**src/rtl/pack_pkg.sv**
```systemverilog
`default_nettype none
// ============================================================================
//  Module   : pack_pkg
//  Brief    : Shared widths and types for the 16<->128 packer/unpacker pair.
//  Revision : 1.0  initial release
// ============================================================================
package pack_pkg;

  localparam int WORD_W = 16;
  localparam int LINE_W = 128;
  localparam int LANES  = LINE_W / WORD_W;

  typedef enum logic {
    IDLE  = 1'b0,
    SHIFT = 1'b1
  } unpack_state_t;

  typedef logic [$clog2(LANES)-1:0] lane_t;

endpackage : pack_pkg
`default_nettype wire

```
**src/rtl/data_unpacker.sv**
```systemverilog
`default_nettype none
// ============================================================================
//  Module   : data_unpacker
//  Brief    : Splits a 128-bit line into eight 16-bit words, lowest lane
//             first, and writes them into a FIFO with full back-pressure.
//  Revision : 1.0  initial release
// ============================================================================
module data_unpacker #(
  parameter int LINE_W = pack_pkg::LINE_W,
  parameter int WORD_W = pack_pkg::WORD_W,
  parameter int LANES  = LINE_W / WORD_W
) (
  input  logic              clk,
  input  logic              rst_n,
  input  logic              in_valid,
  input  logic [LINE_W-1:0] in_data,
  output logic              in_ready,
  input  logic              full,
  output logic              wr_en,
  output logic [WORD_W-1:0] wr_data,
  output logic              last,
  output logic              busy
);

  import pack_pkg::*;

  localparam int                 LANE_W    = $clog2(LANES);
  localparam logic [LANE_W-1:0]  LAST_LANE = LANE_W'(LANES - 1);

  unpack_state_t     state_q, state_d;
  logic [LANE_W-1:0] lane_q,  lane_d;
  logic [LINE_W-1:0] line_q,  line_d;

  logic [WORD_W-1:0] lane_word;

  // Lane select from the held line; only registered state feeds the outputs.
  always_comb begin
    lane_word = line_q[int'(lane_q)*WORD_W +: WORD_W];
  end

  // Next-state and handshake logic; everything is forced quiet during reset.
  always_comb begin
    state_d  = state_q;
    lane_d   = lane_q;
    line_d   = line_q;
    in_ready = 1'b0;
    wr_en    = 1'b0;
    last     = 1'b0;
    wr_data  = '0;
    busy     = 1'b0;
    if (rst_n) begin
      unique case (state_q)
        IDLE: begin
          in_ready = 1'b1;
          if (in_valid) begin
            line_d  = in_data;
            lane_d  = '0;
            state_d = SHIFT;
          end
        end
        SHIFT: begin
          busy    = 1'b1;
          wr_data = lane_word;
          wr_en   = !full;
          if (!full) begin
            if (lane_q == LAST_LANE) begin
              // Last write frees the line register in the same cycle, so a
              // waiting line loads with no bubble between lines.
              last     = 1'b1;
              in_ready = 1'b1;
              if (in_valid) begin
                line_d = in_data;
                lane_d = '0;
              end else begin
                state_d = IDLE;
              end
            end else begin
              lane_d = lane_q + 1'b1;
            end
          end
        end
        default: state_d = IDLE;
      endcase
    end
  end

  // State, lane counter and line register with synchronous active-low reset.
  always_ff @(posedge clk) begin
    if (!rst_n) begin
      state_q <= IDLE;
      lane_q  <= '0;
      line_q  <= '0;
    end else begin
      state_q <= state_d;
      lane_q  <= lane_d;
      line_q  <= line_d;
    end
  end

endmodule : data_unpacker
`default_nettype wire
```
**config.mk**
```make
export PLATFORM = sky130hd
export DESIGN_NAME = data_unpacker
export DESIGN_NICKNAME = d
export VERILOG_FILES = /design/src/rtl/pack_pkg.sv /design/src/rtl/data_unpacker.sv
export SDC_FILE = /design/constraint.sdc
export NUM_CORES = 1
export LEC_CHECK = 0
export BUFFER_PORTS_ARGS = -buffer_cell sky130_fd_sc_hd__buf_2
export CAP_MARGIN = 20
export CORE_MARGIN = 2
export CORE_UTILIZATION = 30
export CTS_CLUSTER_DIAMETER = 40
export DETAILED_ROUTE_END_ITERATION = 8
export GPL_TIMING_DRIVEN = 0
export HOLD_SLACK_MARGIN = 0.15
export REMOVE_ABC_BUFFERS = 1
export SLEW_MARGIN = 15
export SYNTH_ARGS = -nofsm -noshare
export SYNTH_HDL_FRONTEND = slang
export SYNTH_SLANG_ARGS = --single-unit
```
**constraint.sdc**
```tcl
create_clock -name clk -period 5.2 [get_ports clk]
set_input_delay 1.56 -clock clk [delete_from_list [all_inputs] [get_ports clk]]
set_output_delay 1.56 -clock clk [all_outputs]
set_load 0.05 [all_outputs]
```
---- After elaboration in Yosys (flattened, before gate mapping) ----
Cells that the tools add are included.
word-level totals
  input bits .............................. 132
  bits in registers ....................... 132
  output and inout port bits .............. 20
operators by class
  shifts and indexed selects .............. 1
  reduce and logical (&&, ||, !) cells .... 2
  bitwise gates (word level) .............. 1
  add/sub/neg operators ................... 1
  equal/unequal tests ..................... 3
  mux-type cells .......................... 24
operators by type and width
  operator                                        number
  2-to-1 mux 128 bit                              3
  one-hot mux 128 bit (2 select lines)            1
  indexed part select 128 x 8 -> 16 bit           1
  2-to-1 mux 16 bit                               2
  2-to-1 mux 1 bit                                12
  2-to-1 mux 3 bit                                3
  one-hot mux 3 bit (2 select lines)              1
  one-hot mux 1 bit (2 select lines)              2
  adder 3 x 1 -> 3 bit (second input constant)    1
  equality test 3 bit (second input constant)     1
  != test 2 x 1 -> 1 bit (second input constant)  1
  != test 2 bit (second input constant)           1
  AND reduction 2 bit                             1
  zero test 1 bit                                 1
  inverter 1 bit                                  1

---- Depth between registers and ports, before layout ----
  depth after elaboration ................. 5
  depth in mapped cells ................... 7
  mapped depth without buffers ............ 5

---- Worst setup path after synthesis ----
No wires, ideal clock.
  path kind ............................... input to output
  start ................................... input rst_n
  end ..................................... output last
  stages .................................. 4
  path buffers ............................ 1
  arrival ................................. 2999 ps
  setup slack ............................. 641 ps
  cells stage by stage .................... buf_4 > nand2_1 > nor2_1 > and2_1
on the way
  word-level cells in the longest chain between the ends .. 1
RTL lines
  item              RTL line             source
  start, declared   data_unpacker.sv:14  input logic rst_n,
  2-to-1 mux 1 bit  data_unpacker.sv:51  if (rst_n) begin
  end, declared     data_unpacker.sv:21  output logic last,
Every way passes these cells.

---- Worst setup path in the final report ----
  start ................................... input rst_n
  end ..................................... output wr_data[11]
on the way
  word-level cells in the longest chain between the ends .. 1
RTL lines
  item               RTL line             source
  2-to-1 mux 16 bit  data_unpacker.sv:51
  end, declared      data_unpacker.sv:20  output logic [WORD_W-1:0] wr_data,
Every way passes these cells.

==> summary.md <==
| Metric | Value |
|---|---|
| Largest cells by area after synthesis | `dfxtp_1 (40%), mux2i_1 (29%), nand2_1 (15%)` |
| Top cell type's share of synthesized area | `40.2%` |
| Initial core utilization | `30.3%` |
| Non-filler cells, final | `1144` |
| Pins Over Slew Limit | `0` |
| Post-synthesis sequential area ratio | `40.2%` |
| Setup-failing EPs final | `0` |
| Avg Inst Size Synth | `9.14 µm²` |
| Setup TNS | `0 ns` |
| Core Box Area | `21700 µm²` |
| Status | `complete, no violations` |
| # hold bufs at CTS | `0` |
| Die Area | `23100 µm²` |
| Iter 0 DRT Violations | `175` |
| Dpl cells | `around 1100` |
| Gr usage total | `between 10% and 20%` |
| CTS clk-pin slew, worst paths | `0.06 ns` |
| Crit path time final | `5.04 ns` |
| Worst R2R Path Depth | `11` |
| Row count | `54` |
| Leak Pwr | `~3.5 nW` |
| Root Driver | `clkbuf_16` |
| IO buf count | `151` |
| Setup slack after placement | `-0.683 ns` |
| Kind of end point of the critical path | `primary output` |
| Hold_ws | `0.455 ns` |
| TritonCTS buffer count | `17` |
| Clock power frac | `45.4%` |
| Routed Antenna Nets | `0` |
| Final Skew | `~0.0085 ns` |
| Wirelength, routed | `16.2 mm` |
| Utilization after layout | `37.9%` |
| Commonest cells after routing, fill and taps aside | `nand2_1 (257), mux2i_1 (192), buf_2 (150)` |
| Yosys warning total | `0` |
| Final worst-path setup slack | `0.158 ns` |
| Avg Vias per Cell | `4.56` |
| Most common cell after layout, fill and taps aside | `nand2_1` |
| Design area | `8220 µm²` |
| Final Hold Vio Count | `0` |
| Worst Path Required | `3.64 ns` |
| Power, Total | `2.60 mW` |
| Hold crit path type | `flip-flop to flip-flop` |
| WHS Path Cells | `2` |
| Slew HR | `57.5%` |
| Fin nets | `985` |
| CP Depth | `6` |
| CP Max Fanout | `approximately 120` |
| Max incr delay on CP | `approximately 0.43 ns` |
| Htree depth | `4` |
| Mapped Area | `about 6600 µm²` |
| Tcrit/Tclk final | `97.0%` |
| Area Overhead vs Synth | `25.1%` |
| CP arrival | `3.48 ns` |
| CTS tree | `yes` |
| Residual DRC | `0` |
| Clock latency on the worst-skew pair | `0.41 ns` |
| Peak VDD IR | `153 µV` |
| Synth Register Bits | `132` |
| Vert. Die Dim | `roughly 150 µm` |
| Crit-path cells | `buf_12, buf_16, nand4b_4, o22ai_1, or2_1, buf_2` |
| MaxCap Viol Count | `0` |
| Seq pwr share | `around 43%` |
| Cell taking the most area after synthesis | `dfxtp_1` |
| Pin count of the biggest net entering global routing | `~120` |
| NetSw | `between 0.6 and 0.7 mW` |
| First-pass GRT wire length | `26.8 mm` |
| DIE WIDTH | `152 µm` |
| Net Sw Frac | `24.8%` |
| Layout fillers | `about 2200` |
| Avg WL per Cell | `14.1 µm` |
| Worst Path Buf+Inv | `3` |
| Post-Syn Instances | `719` |
| Via count | `approximately 5200` |
| Clock Path Buffers | `2` |
| Share of cells above drive strength 1 | `about a quarter` |
| RSZ-0062 raised after global routing | `false` |
| Vias in the first global route | `5202` |
| CP max stage cell | `nand4b_4` |
| Initial antenna violation count | `2` |
| Family with the most delay on the worst path | `buffers and inverters` |
| Logic gate share of total power | `11.9%` |
| Clock sinks | `132` |
| Count of cell types in the netlist | `27` |
| Power Density | `316 nW/µm²` |
| Int Pwr | `1.96 mW` |
| Achievable frequency | `198 MHz` |
| CP Class | `input port to primary output` |
| Cell Area, Placed | `7510 µm²` |
| Total gr overflow | `0` |
| # IOs | `152` |
| Routability cong. | `between 0.6 and 0.7` |
| CP startpoint kind | `input port` |
| Worst-margin pin slew | `0.637 ns` |
| DP Wirelength | `~10 mm` |
| DR pass1 iterations | `6` |
cells by family (layout without fill, tap and decap cells):
| family | count (synthesis) | after routing | synth area share, % |
|---|---|---|---|
| buffers and inverters | 63 | 206 | 7.92 |
| AOI/OAI and AO/OA | 43 | 43 | 4.23 |
| adders and majority gates | 3 | 3 | 0.571 |
| other | 0 | 2 | 0 |
| and+or+nand+nor | 286 | 286 | 17.9 |
| muxes | 192 | 192 | 29.2 |
| DFF | 132 | 132 | 40.2 |
timing repair:
| item | in CTS | in global routing |
|---|---|---|
| gates cloned | 1 | 0 |
| setup buffers | 2 | 4 |
| endpoints found under the setup margin | 16 | 5 |
| pin swaps | 1 | 1 |
| gates resized for setup | 3 | 0 |
final cells by class:
cell class              count  area (µm²)  share of cell area [%]
diodes                      2        5.00                  0.0609
flip-flops and latches    132        2650                    32.2
clock inverters             9         106                    1.29
repair buffers            170        1200                    14.5
well taps                 280         350                    4.26
multi-input cells         524        3440                    41.8
inverters                   5        18.8                   0.228
clock buffers              22         464                    5.65
final timing paths:
check / startpoint / endpoint / slack, ns
worst max-delay path: rst_n / wr_data[11] / 0.16
worst min-delay path: line_q[80] / line_q[80] / 0.45
worst max register to register: lane_q[1] / line_q[119] / 2.05
worst min register to register: line_q[80] / line_q[80] / 0.45
sequential cells by signal, summed over array words and instances (netlist names):
name,flops
lane_q,3
line_q,128
state_q,1
power groups by stage:
stage	logic, mW	clock network (mW)	registers, mW
final	0.310	1.18	1.11
after global routing	0.344	1.27	1.12
after CTS	0.313	1.22	1.11
after detailed placement	0.304	0	1.13
after global placement	0.301	0	1.13
after floorplan	0.176	0	1.13
metal layers:
layer  GRT usage, %  wire length [µm]
met1           18.1              7540
met2           24.1              7810
met3           3.74               642
met4           4.76               166
met5              0                 0
worst register-to-register path, cell delays in order, from the launching register on:
cell	delay (ns)
dfxtp_4	0.73
buf_16	0.32
ha_1	0.24
ha_1	0.30
nand2b_4	0.09
a21oi_4	0.28
buf_16	0.21
buf_16	0.19
buf_16	0.18
buf_16	0.18
buf_16	0.17
mux2i_1	0.19
cells in the mapped netlist, drive strengths merged:
library cell	count
a21oi	4
a31oi	2
and2	1
buf	39
clkbuf	19
dfxtp	132
ha	3
inv	5
mux2i	192
nand2	257
nand2b	1
nand3	4
nand4	1
nand4b	2
nand4bb	1
nor2	2
nor3	1
o211ai	3
o21ai	1
o22ai	33
or2	16
Note: power is estimated with default switching activity, not from simulation.
